**config.mk**
```make
export PLATFORM = sky130hd
export DESIGN_NAME = controle_maquina
export DESIGN_NICKNAME = d
export VERILOG_FILES = /design/src/rtl/maquina_pkg.sv /design/src/rtl/temporizador.sv /design/src/rtl/controle_maquina.sv
export SDC_FILE = /design/constraint.sdc
export NUM_CORES = 1
export LEC_CHECK = 0
export ABC_AREA = 1
export BUFFER_PORTS_ARGS = -buffer_cell sky130_fd_sc_hd__buf_2
export CAP_MARGIN = 20
export CORE_ASPECT_RATIO = 0.9
export CORE_MARGIN = 4
export CORE_UTILIZATION = 45
export DETAILED_ROUTE_END_ITERATION = 10
export MAX_ROUTING_LAYER = met4
export RECOVER_POWER = 100
export SETUP_SLACK_MARGIN = 0.5
export SLEW_MARGIN = 25
export SYNTH_ARGS = -nofsm -noshare
export SYNTH_HDL_FRONTEND = slang
export SYNTH_SLANG_ARGS = --single-unit
```
**constraint.sdc**
```tcl
create_clock -name clk -period 9.1 [get_ports clk]
set_input_delay 1.365 -clock clk [delete_from_list [all_inputs] [get_ports clk]]
set_output_delay 1.365 -clock clk [all_outputs]
set_load 0.03 [all_outputs]
```
**src/rtl/maquina_pkg.sv**
```systemverilog
// Shared definitions for the vending machine control: states, product codes,
// coin encoding and the price lookup.
package maquina_pkg;

  typedef enum logic [1:0] {
    ESPERA     = 2'b00,
    PRODUTO    = 2'b01,
    COMPARADOR = 2'b10,
    ENTREGA    = 2'b11
  } estado_t;

  localparam logic [3:0] COD_REFRI       = 4'b0000;
  localparam logic [3:0] COD_SALGADINHO  = 4'b0100;
  localparam logic [3:0] COD_AMENDOIM    = 4'b0101;
  localparam logic [3:0] COD_AGUA        = 4'b1000;
  localparam logic [3:0] COD_SUCO        = 4'b1001;
  localparam logic [3:0] COD_AGUA_COCO   = 4'b1010;
  localparam logic [3:0] COD_CAFE        = 4'b1011;
  localparam logic [3:0] COD_SANDUICHE   = 4'b1100;
  localparam logic [3:0] COD_SAND_NATURAL = 4'b1101;
  localparam logic [3:0] COD_INVALIDO    = 4'b1111;

  localparam logic [1:0] MOEDA_NADA = 2'b00;
  localparam logic [1:0] MOEDA_25   = 2'b01;
  localparam logic [1:0] MOEDA_50   = 2'b10;
  localparam logic [1:0] MOEDA_100  = 2'b11;

  // Highest credit the machine holds, in quarters (R$2,00)
  localparam logic [3:0] CREDITO_MAX = 4'd8;

  typedef struct packed {
    logic       valido;
    logic [3:0] quartos;
  } preco_t;

  function automatic preco_t consulta_preco(input logic [3:0] cod);
    preco_t p;
    p.valido  = 1'b1;
    p.quartos = 4'd0;
    case (cod)
      COD_REFRI:        p.quartos = 4'd6;
      COD_SALGADINHO:   p.quartos = 4'd5;
      COD_AMENDOIM:     p.quartos = 4'd3;
      COD_AGUA:         p.quartos = 4'd4;
      COD_SUCO:         p.quartos = 4'd6;
      COD_AGUA_COCO:    p.quartos = 4'd7;
      COD_CAFE:         p.quartos = 4'd3;
      COD_SANDUICHE:    p.quartos = 4'd8;
      COD_SAND_NATURAL: p.quartos = 4'd8;
      default:          p.valido  = 1'b0;
    endcase
    return p;
  endfunction

  function automatic logic codigo_valido(input logic [3:0] cod);
    preco_t p;
    p = consulta_preco(cod);
    return p.valido;
  endfunction

  function automatic logic [3:0] valor_moeda(input logic [1:0] m);
    case (m)
      MOEDA_25:  return 4'd1;
      MOEDA_50:  return 4'd2;
      MOEDA_100: return 4'd4;
      default:   return 4'd0;
    endcase
  endfunction

endpackage

```
**src/rtl/temporizador.sv**
```systemverilog
// Loadable down-counter: a restart loads CICLOS-1, expira_o pulses for one
// cycle once CICLOS edges have passed since the restart edge.
module temporizador #(
  parameter int CICLOS = 4,
  parameter int W      = 2
) (
  input  logic clk,
  input  logic rst,
  input  logic reinicia_i,
  input  logic para_i,
  output logic expira_o
);

  logic [W-1:0] cnt_q, cnt_d;
  logic         ativo_q, ativo_d;

  assign expira_o = ativo_q && (cnt_q == '0);

  // Next count: restart wins over stop/expiry so a re-arm on the expiry edge holds
  always_comb begin
    cnt_d   = cnt_q;
    ativo_d = ativo_q;
    if (reinicia_i) begin
      cnt_d   = W'(CICLOS - 1);
      ativo_d = 1'b1;
    end else if (para_i || expira_o) begin
      cnt_d   = '0;
      ativo_d = 1'b0;
    end else if (ativo_q) begin
      cnt_d = cnt_q - 1'b1;
    end
  end

  // Counter registers
  always_ff @(posedge clk) begin
    if (rst) begin
      cnt_q   <= '0;
      ativo_q <= 1'b0;
    end else begin
      cnt_q   <= cnt_d;
      ativo_q <= ativo_d;
    end
  end

endmodule

```
**src/rtl/controle_maquina.sv**
```systemverilog
// Main control FSM of the vending machine: code selection, coin credit,
// delivery with change, cancel/timeout refund and rejected-coin warning.
module controle_maquina
  import maquina_pkg::*;
#(
  parameter int TIMEOUT_CICLOS = 500_000_000,
  parameter int AVISO_CICLOS   = 100_000_000,
  parameter int ENTREGA_CICLOS = 50_000_000
) (
  input  logic       clk,
  input  logic       rst,
  input  logic       confirmar,
  input  logic       cancelar,
  input  logic [3:0] codigo,
  input  logic [1:0] moeda,
  output logic [1:0] estado,
  output logic [3:0] produto,
  output logic [3:0] valorMoedas,
  output logic       devolver,
  output logic       liberar,
  output logic [3:0] troco,
  output logic       troco_valido
);

  localparam int MAX_AB  = (TIMEOUT_CICLOS > AVISO_CICLOS) ? TIMEOUT_CICLOS : AVISO_CICLOS;
  localparam int MAX_CIC = (MAX_AB > ENTREGA_CICLOS) ? MAX_AB : ENTREGA_CICLOS;
  localparam int CNT_W   = (MAX_CIC > 1) ? $clog2(MAX_CIC) : 1;

  estado_t    estado_q, estado_d;
  logic [3:0] produto_q, produto_d;
  logic [3:0] valor_q, valor_d;
  logic       devolver_q, devolver_d;
  logic       liberar_q, liberar_d;
  logic [3:0] troco_q, troco_d;
  logic       troco_valido_q, troco_valido_d;

  logic       exp_timeout, exp_aviso, exp_entrega;
  logic       rearma_aviso, para_aviso;
  logic       evento, em_ativa;
  logic       reinicia_to, para_to;
  logic       reinicia_ent, para_ent;
  logic [4:0] soma;
  preco_t     preco_atual;

  assign preco_atual = consulta_preco(produto_q);
  assign soma        = {1'b0, valor_q} + {1'b0, valor_moeda(moeda)};

  // Inactivity timer runs only while waiting on the customer (PRODUTO/COMPARADOR)
  assign evento      = ((estado_q == PRODUTO) && confirmar) ||
                       ((estado_q == COMPARADOR) && (moeda != MOEDA_NADA));
  assign em_ativa    = (estado_d == PRODUTO) || (estado_d == COMPARADOR);
  assign reinicia_to = em_ativa && ((estado_d != estado_q) || evento);
  assign para_to     = !em_ativa;

  assign reinicia_ent = (estado_q != ENTREGA) && (estado_d == ENTREGA);
  assign para_ent     = (estado_d != ENTREGA);

  temporizador #(.CICLOS(TIMEOUT_CICLOS), .W(CNT_W)) u_timeout (
    .clk(clk), .rst(rst), .reinicia_i(reinicia_to), .para_i(para_to), .expira_o(exp_timeout)
  );

  temporizador #(.CICLOS(AVISO_CICLOS), .W(CNT_W)) u_aviso (
    .clk(clk), .rst(rst), .reinicia_i(rearma_aviso), .para_i(para_aviso), .expira_o(exp_aviso)
  );

  temporizador #(.CICLOS(ENTREGA_CICLOS), .W(CNT_W)) u_entrega (
    .clk(clk), .rst(rst), .reinicia_i(reinicia_ent), .para_i(para_ent), .expira_o(exp_entrega)
  );

  // Next state and next output values; priority cancelar > moeda > confirmar
  always_comb begin
    estado_d       = estado_q;
    produto_d      = produto_q;
    valor_d        = valor_q;
    devolver_d     = devolver_q;
    liberar_d      = 1'b0;
    troco_d        = troco_q;
    troco_valido_d = 1'b0;
    rearma_aviso   = 1'b0;
    para_aviso     = 1'b0;

    if (exp_aviso) devolver_d = 1'b0;

    case (estado_q)
      ESPERA: begin
        if (!cancelar && confirmar) begin
          produto_d = codigo_valido(codigo) ? codigo : COD_INVALIDO;
          estado_d  = PRODUTO;
        end
      end

      PRODUTO: begin
        if (cancelar || exp_timeout) begin
          estado_d = ESPERA;
        end else if (confirmar) begin
          if (preco_atual.valido) estado_d = COMPARADOR;
          else produto_d = codigo_valido(codigo) ? codigo : COD_INVALIDO;
        end
      end

      COMPARADOR: begin
        if (cancelar || exp_timeout) begin
          troco_d        = valor_q;
          troco_valido_d = (valor_q != 4'd0);
          valor_d        = 4'd0;
          estado_d       = ESPERA;
        end else if (moeda != MOEDA_NADA) begin
          if (soma > {1'b0, CREDITO_MAX}) begin
            // Rejected coin: credit untouched, warning (re)armed
            devolver_d   = 1'b1;
            rearma_aviso = 1'b1;
          end else begin
            valor_d    = soma[3:0];
            devolver_d = 1'b0;
            para_aviso = 1'b1;
            if (soma[3:0] >= preco_atual.quartos) begin
              estado_d       = ENTREGA;
              liberar_d      = 1'b1;
              troco_d        = soma[3:0] - preco_atual.quartos;
              troco_valido_d = 1'b1;
            end
          end
        end
      end

      ENTREGA: begin
        if (exp_entrega) begin
          valor_d   = 4'd0;
          produto_d = COD_REFRI;
          estado_d  = ESPERA;
        end
      end

      default: estado_d = ESPERA;
    endcase
  end

  // State and registered outputs
  always_ff @(posedge clk) begin
    if (rst) begin
      estado_q       <= ESPERA;
      produto_q      <= 4'b0000;
      valor_q        <= 4'd0;
      devolver_q     <= 1'b0;
      liberar_q      <= 1'b0;
      troco_q        <= 4'd0;
      troco_valido_q <= 1'b0;
    end else begin
      estado_q       <= estado_d;
      produto_q      <= produto_d;
      valor_q        <= valor_d;
      devolver_q     <= devolver_d;
      liberar_q      <= liberar_d;
      troco_q        <= troco_d;
      troco_valido_q <= troco_valido_d;
    end
  end

  assign estado       = estado_q;
  assign produto      = produto_q;
  assign valorMoedas  = valor_q;
  assign devolver     = devolver_q;
  assign liberar      = liberar_q;
  assign troco        = troco_q;
  assign troco_valido = troco_valido_q;

endmodule
```
# Yosys cells after proc, flatten, opt, wreduce, memory -nomap -nowiden
# Index checks and enable logic that the tools add are counted.
dict set report word_totals {
  register_bits 107
  input_bits 10
  wordCells 175
}
dict set report classes {
  add_sub_neg 5
  n_lt_le_gt_ge 2
  n_eq_ne 36
  n_mux 67
  n_bitwise 1
  reduce_logical 48
}
# op count
set op_table {}
lappend op_table {{$logic_not 29->1} 3}
lappend op_table {{$mux 29} 3}
lappend op_table {{$sub 29x1->29 const B} 3}
lappend op_table {{$mux 27} 3}
lappend op_table {{$mux 26} 3}
lappend op_table {{$mux 4} 14}
lappend op_table {{$eq 4x4->1 const B} 12}
lappend op_table {{$mux 1} 30}
lappend op_table {{$pmux 4 s6} 1}
lappend op_table {{$mux 2} 9}
lappend op_table {{$reduce_or 9->1} 2}
lappend op_table {{$eq 4x3->1 const B} 4}
lappend op_table {{$ne 2x2->1 const B} 7}
lappend op_table {{$reduce_bool 2->1} 7}
lappend op_table {{$eq 2x2->1 const B} 6}
lappend op_table {{$pmux 4 s3} 1}
lappend op_table {{$reduce_bool 3->1} 4}
lappend op_table {{$reduce_or 3->1} 4}
lappend op_table {{$pmux 3 s3} 1}
lappend op_table {{$logic_and 1x1->1} 8}
lappend op_table {{$logic_not 4->1} 2}
lappend op_table {{$pmux 2 s4} 1}
lappend op_table {{$pmux 4 s2} 1}
lappend op_table {{$reduce_and 4->1} 2}
lappend op_table {{16 further kinds} 28}

# Longest topological paths before layout
dict set report depth {
  ltp_word 15
  depth_mapped 25
  ltp_nobuf 25
}

# Cells and area by module
# Synthesis repeated with hierarchy kept, for this count alone.
dict set report hier_totals {
  hier_cells 1140
  hier_area_um2 7279.5
}
# mod instances cells_per_inst area_per_inst_um2
set by_module_without_submodules {}
lappend by_module_without_submodules {{temporizador (u_timeout)} 1 309 1985.7}
lappend by_module_without_submodules {{temporizador (u_aviso)} 1 309 1935.6}
lappend by_module_without_submodules {{temporizador (u_entrega)} 1 296 1931.9}
lappend by_module_without_submodules {controle_maquina 1 226 1426.4}

# Worst setup path before layout
# No wires, ideal clock.
dict set report synth_path {
  path_type {input-to-reg}
  startpoint {input moeda[0]}
  endpoint {register u_timeout.cnt_q[14]}
  setup_ps 113
  arrival_time_ps 4541
  t_required_ps 8987
  slack_ps 4446
  cell_stages 23
  path_buffers 1
  path_cell_list {inv_1 -> nor2_1 -> ha_1 -> inv_1 -> fa_1 -> inv_1 -> fa_1 -> a21oi_1 -> o21ai_0 -> a21oi_1 -> nor2_2 -> nand2_4 -> nand2_4 -> nand2_1 -> inv_1 -> ha_1 -> nand2_1 -> inv_1 -> nand2_1 -> nand2_4 -> buf_12 -> nand3_2 -> nand2_1}
}
dict set report synth_via {
  elab_chain_cells 15
}
# item line_no
set synth_rtl {}
lappend synth_rtl {{start: declaration} controle_maquina.sv:15} ;# input logic [1:0] moeda,
lappend synth_rtl {{$eq 2x2->1 or $eq 2x1->1 (tied branches)} maquina_pkg.sv:62} ;# case (m)
lappend synth_rtl {{$pmux 3 s3} maquina_pkg.sv:62}
lappend synth_rtl {{$add 4x4->5} controle_maquina.sv:46} ;# assign soma = {1'b0, valor_q} + {1'b0, valor_moeda(moeda)};
lappend synth_rtl {{$ge 4x4->1} controle_maquina.sv:116} ;# if (soma[3:0] >= preco_atual.quartos) begin
lappend synth_rtl {{$mux 2} controle_maquina.sv:116}
lappend synth_rtl {{$mux 2} controle_maquina.sv:108} ;# if (soma > {1'b0, CREDITO_MAX}) begin
lappend synth_rtl {{$mux 2 (*)} controle_maquina.sv:107} ;# end else if (moeda != MOEDA_NADA) begin
lappend synth_rtl {{$mux 2 (*)} controle_maquina.sv:102} ;# if (cancelar || exp_timeout) begin
lappend synth_rtl {{$pmux 2 s4 (*)} controle_maquina.sv:84} ;# case (estado_q)
lappend synth_rtl {{named net estado_d[0]} controle_maquina.sv:29} ;# estado_t estado_q, estado_d;
lappend synth_rtl {{$eq 2x1->1 or $eq 2x2->1 (tied branches)} controle_maquina.sv:51} ;# assign em_ativa = (estado_d == PRODUTO) || (estado_d == COMPARADOR);
lappend synth_rtl {{$logic_or 1x1->1} controle_maquina.sv:51}
lappend synth_rtl {{$logic_not 1->1} controle_maquina.sv:53} ;# assign para_to = !em_ativa;
lappend synth_rtl {{$logic_or 1x1->1} temporizador.sv:26} ;# end else if (para_i || expira_o) begin
lappend synth_rtl {{$mux 29} temporizador.sv:26}
lappend synth_rtl {{$mux 29} temporizador.sv:23} ;# if (reinicia_i) begin
lappend synth_rtl {{end signal: assignment} temporizador.sv:40} ;# cnt_q <= cnt_d;
lappend synth_rtl {{end: declaration} temporizador.sv:14} ;# logic [W-1:0] cnt_q, cnt_d;
# Mark *: on every way through the listed nets, which the timed path passes. The rest lies on a longest branch.
# A chain may end at the register's enable or synchronous reset.

# Worst setup path after layout
dict set report layout_path {
  startpoint {input moeda[0]}
  endpoint {register u_timeout.cnt_q[21]}
}
dict set report layout_via {
  elab_chain_cells 14
}
# item line_no
set layout_rtl {}
lappend layout_rtl {{$eq 2x2->1 or $eq 2x1->1 (tied branches)} maquina_pkg.sv:62}
lappend layout_rtl {{$pmux 3 s3} maquina_pkg.sv:62}
lappend layout_rtl {{$add 4x4->5} controle_maquina.sv:46}
lappend layout_rtl {{$ge 4x4->1} controle_maquina.sv:116}
lappend layout_rtl {{$mux 2} controle_maquina.sv:116}
lappend layout_rtl {{$mux 2} controle_maquina.sv:108}
lappend layout_rtl {{$mux 2 (*)} controle_maquina.sv:107}
lappend layout_rtl {{$mux 2 (*)} controle_maquina.sv:102}
lappend layout_rtl {{$pmux 2 s4 (*)} controle_maquina.sv:84}
lappend layout_rtl {{named net estado_d[0]} controle_maquina.sv:29}
lappend layout_rtl {{$eq 2x1->1 or $eq 2x2->1 (tied branches)} controle_maquina.sv:51}
lappend layout_rtl {{$logic_or 1x1->1} controle_maquina.sv:51}
lappend layout_rtl {{$logic_not 1->1} controle_maquina.sv:53}
lappend layout_rtl {{$logic_or 1x1->1} temporizador.sv:26}
lappend layout_rtl {{$reduce_or 3->1 (no source line) (*)} -}
# Marks and branches as above.

==> flow_summary.ini <==
[sta]
setup_ws_ps = 3470
period_needed_ps = 5630
slew_headroom = -0.315
period_share = 0.619
rsz0062_at_grt = no
finalSetupViolCount = 0
skew_ps = 8.90
max_freq_ghz = 0.178
finalSetupTns_ps = 0
worst_slew_pin_slew_ps = 1970
final-hold-violation-count = 0
maxSlewViolCount = 82

[die]
top_level_ports = 27
core_sq_um = 14100
fp.dieArea_sq_um = 16500
die_h_um = 122
die_w_um = 135
initial_core_util = 0.463
rows = 41

[routing]
wirelength_um = 14900
drtAntennaViolNets = 0
first_iter_violations = 325
via_per_inst = 5.08
wl_per_cell_um = 13.0
vias = 5824
dr.pass1.iters = 5
drc = 0

[clock_network]
tritoncts = yes
cts_buffers = 9
htreeDepth = 3
clock_path_buffers = 2
clk_latency_ps = 350
clk_pin_slew_ps = 70
post_cts_buffers = 0
cts_root_buffer = clkbuf_16
cts_hold_buffers = 0
postCtsResizedCells = 0
cts_sinks = 107

[global_route]
grt_max_degree = 43
grt_pass1_wl_um = 25500
grtUsageTotal = 0.192
antenna_found_initial = 0
grt_pass1_vias = 5434
overflow = 0

[yosys]
netlist.area_leader.share = 0.328
synth_area_leader_cell = dfxtp_1
netlist_area_sq_um = 6540
synth-main-ff-cell = dfxtp_1
synthArstFlopShare = 0
ys_warn_count = 0
seq_area_frac_synth = 0.328
synth.distinct_cells = 42
synth_area_leaders = dfxtp_1 (33%), nand2_1 (9.9%), nor2_1 (9.5%), xor2_1 (6.3%), inv_1 (5.3%)
synth_edf_count = 0
syn_nets = 959
yosysMostFrequentCell = nand2_1
avgSynthCellArea_sq_um = 6.98
synth_common_cells = nand2_1 (173), nor2_1 (166), dfxtp_1 (107)
ys_ff_latch = 107
syn_inst = 936

[critical_path]
crit_path_end_kind = flop
arrival_ps = 5900
path_max_fanout = 17
critPathKind = in2reg
critical_path_required_ps = 9370
startpoint_type = input pin
worstRegToRegCells = 18

[placed_design]
place_hpwl_um = 10700
dpl_worst_slack_ps = 3990
port-buffer-count = 26
gp_congestion = 0.823

[cells_and_area]
antenna_cells = 0
nFillCells = 1497
syn_to_final_growth_pct = 6.89
nets = 973
drive_gt1_frac = 0.0744

[hold_path]
hold_path.class = reg2reg
holdPathStages = 2

[power_and_ir_drop]
p_leak_nw = 3.33
total_power_mw = 1.35
p_per_area_nw_per_um2 = 193
vdd_ir_drop_max_v = 0.000121

[outcome]
status = finished with violations
violations = capacitance limit, slew limit

[flow_run]
drv_cap = 2
## worst max-delay path: stages
cell,delay [ps]
clkbuf_1,140
inv_1,50
nor2_1,90
ha_1,160
inv_1,50
fa_1,470
inv_1,80
fa_1,460
a21oi_1,120
o21ai_0,90
a21oi_1,160
nor2_1,90
nand2_4,80
nand2_1,100
nand2_1,100
inv_1,50
ha_1,410
nand2_1,150
nor2_1,930
nand2_1,490
a21oi_1,260
## path summary, 6_finish.rpt
path / startpoint / to / slack, ps
hold reg to reg: devolver / devolver / 450
setup reg to reg: valorMoedas[0] / u_timeout.cnt_q[21] / 4290
hold / removal: devolver / devolver / 450
setup / recovery: moeda[0] / u_timeout.cnt_q[21] / 3470
## cells by family after synthesis
family,synth area share
buffers and inverters,0.0788
AOI/OAI and AO/OA,0.0988
adders and majority gates,0.0272
and+or+nand+nor,0.370
DFF,0.328
xor gates and xnor gates,0.0978
## registers in the layout, indices dropped and copies added (netlist names)
| register | cells |
|---|---|
| troco_valido | 1 |
| u_entrega.cnt_q | 29 |
| u_timeout.cnt_q | 29 |
| u_entrega.ativo_q | 1 |
| produto | 4 |
| devolver | 1 |
| estado | 2 |
| valorMoedas | 4 |
| u_aviso.cnt_q | 29 |
| troco | 4 |
| liberar | 1 |
| u_timeout.ativo_q | 1 |
| u_aviso.ativo_q | 1 |
## layout make-up
cell class                      instances  area (sq um)  share of cell area
Inverter                               98           368              0.0526
Timing Repair Buffer                   28           114              0.0163
Clock inverter                          4          73.8              0.0106
Sequential cell                       107          2140               0.307
Multi-Input combinational cell        706          3800               0.543
Tap cell                              193           241              0.0346
Clock buffer                           11           253              0.0362
## power by group
| group | switching [mW] | internal [mW] |
|---|---|---|
| clock | 0.178 | 0.255 |
| combinational | 0.259 | 0.141 |
| sequential | 0.0252 | 0.488 |
## stage by stage
stage          instances  hold WS [ps]  cell area (sq um)   util
2_1_floorplan        936           436               6540      -
3_5_place_dp        1132           435               6780  0.480
5_1_grt             1147           493               6990  0.495
6_report            1147           447               6990  0.495
3_3_place_gp        1132           432               6780  0.480
4_1_cts             1147           450               7100  0.504
## routing by layer
| metal | track usage | share of wire | wire [um] |
|---|---|---|---|
| met1 | 0.259 | 0.51 | 7560 |
| met2 | 0.298 | 0.45 | 6710 |
| met3 | 0.0406 | 0.034 | 504 |
| met4 | 0.0447 | 0.0091 | 136 |
| met5 | - | 0 | 0 |
## cell usage in the layout (no fill, tap or decap), drive strengths merged, types with 7 or more instances in the layout
master,instances
or2,8
clkbuf,32
nor3,23
nor2,182
o21ai,17
dfxtp,107
xnor2,26
nand3,70
o211ai,15
nand2,187
buf,7
nor4,10
xor2,47
nand4,31
a21oi,58
ha,11
inv,96
Note: power is estimated with default switching activity, not from simulation.
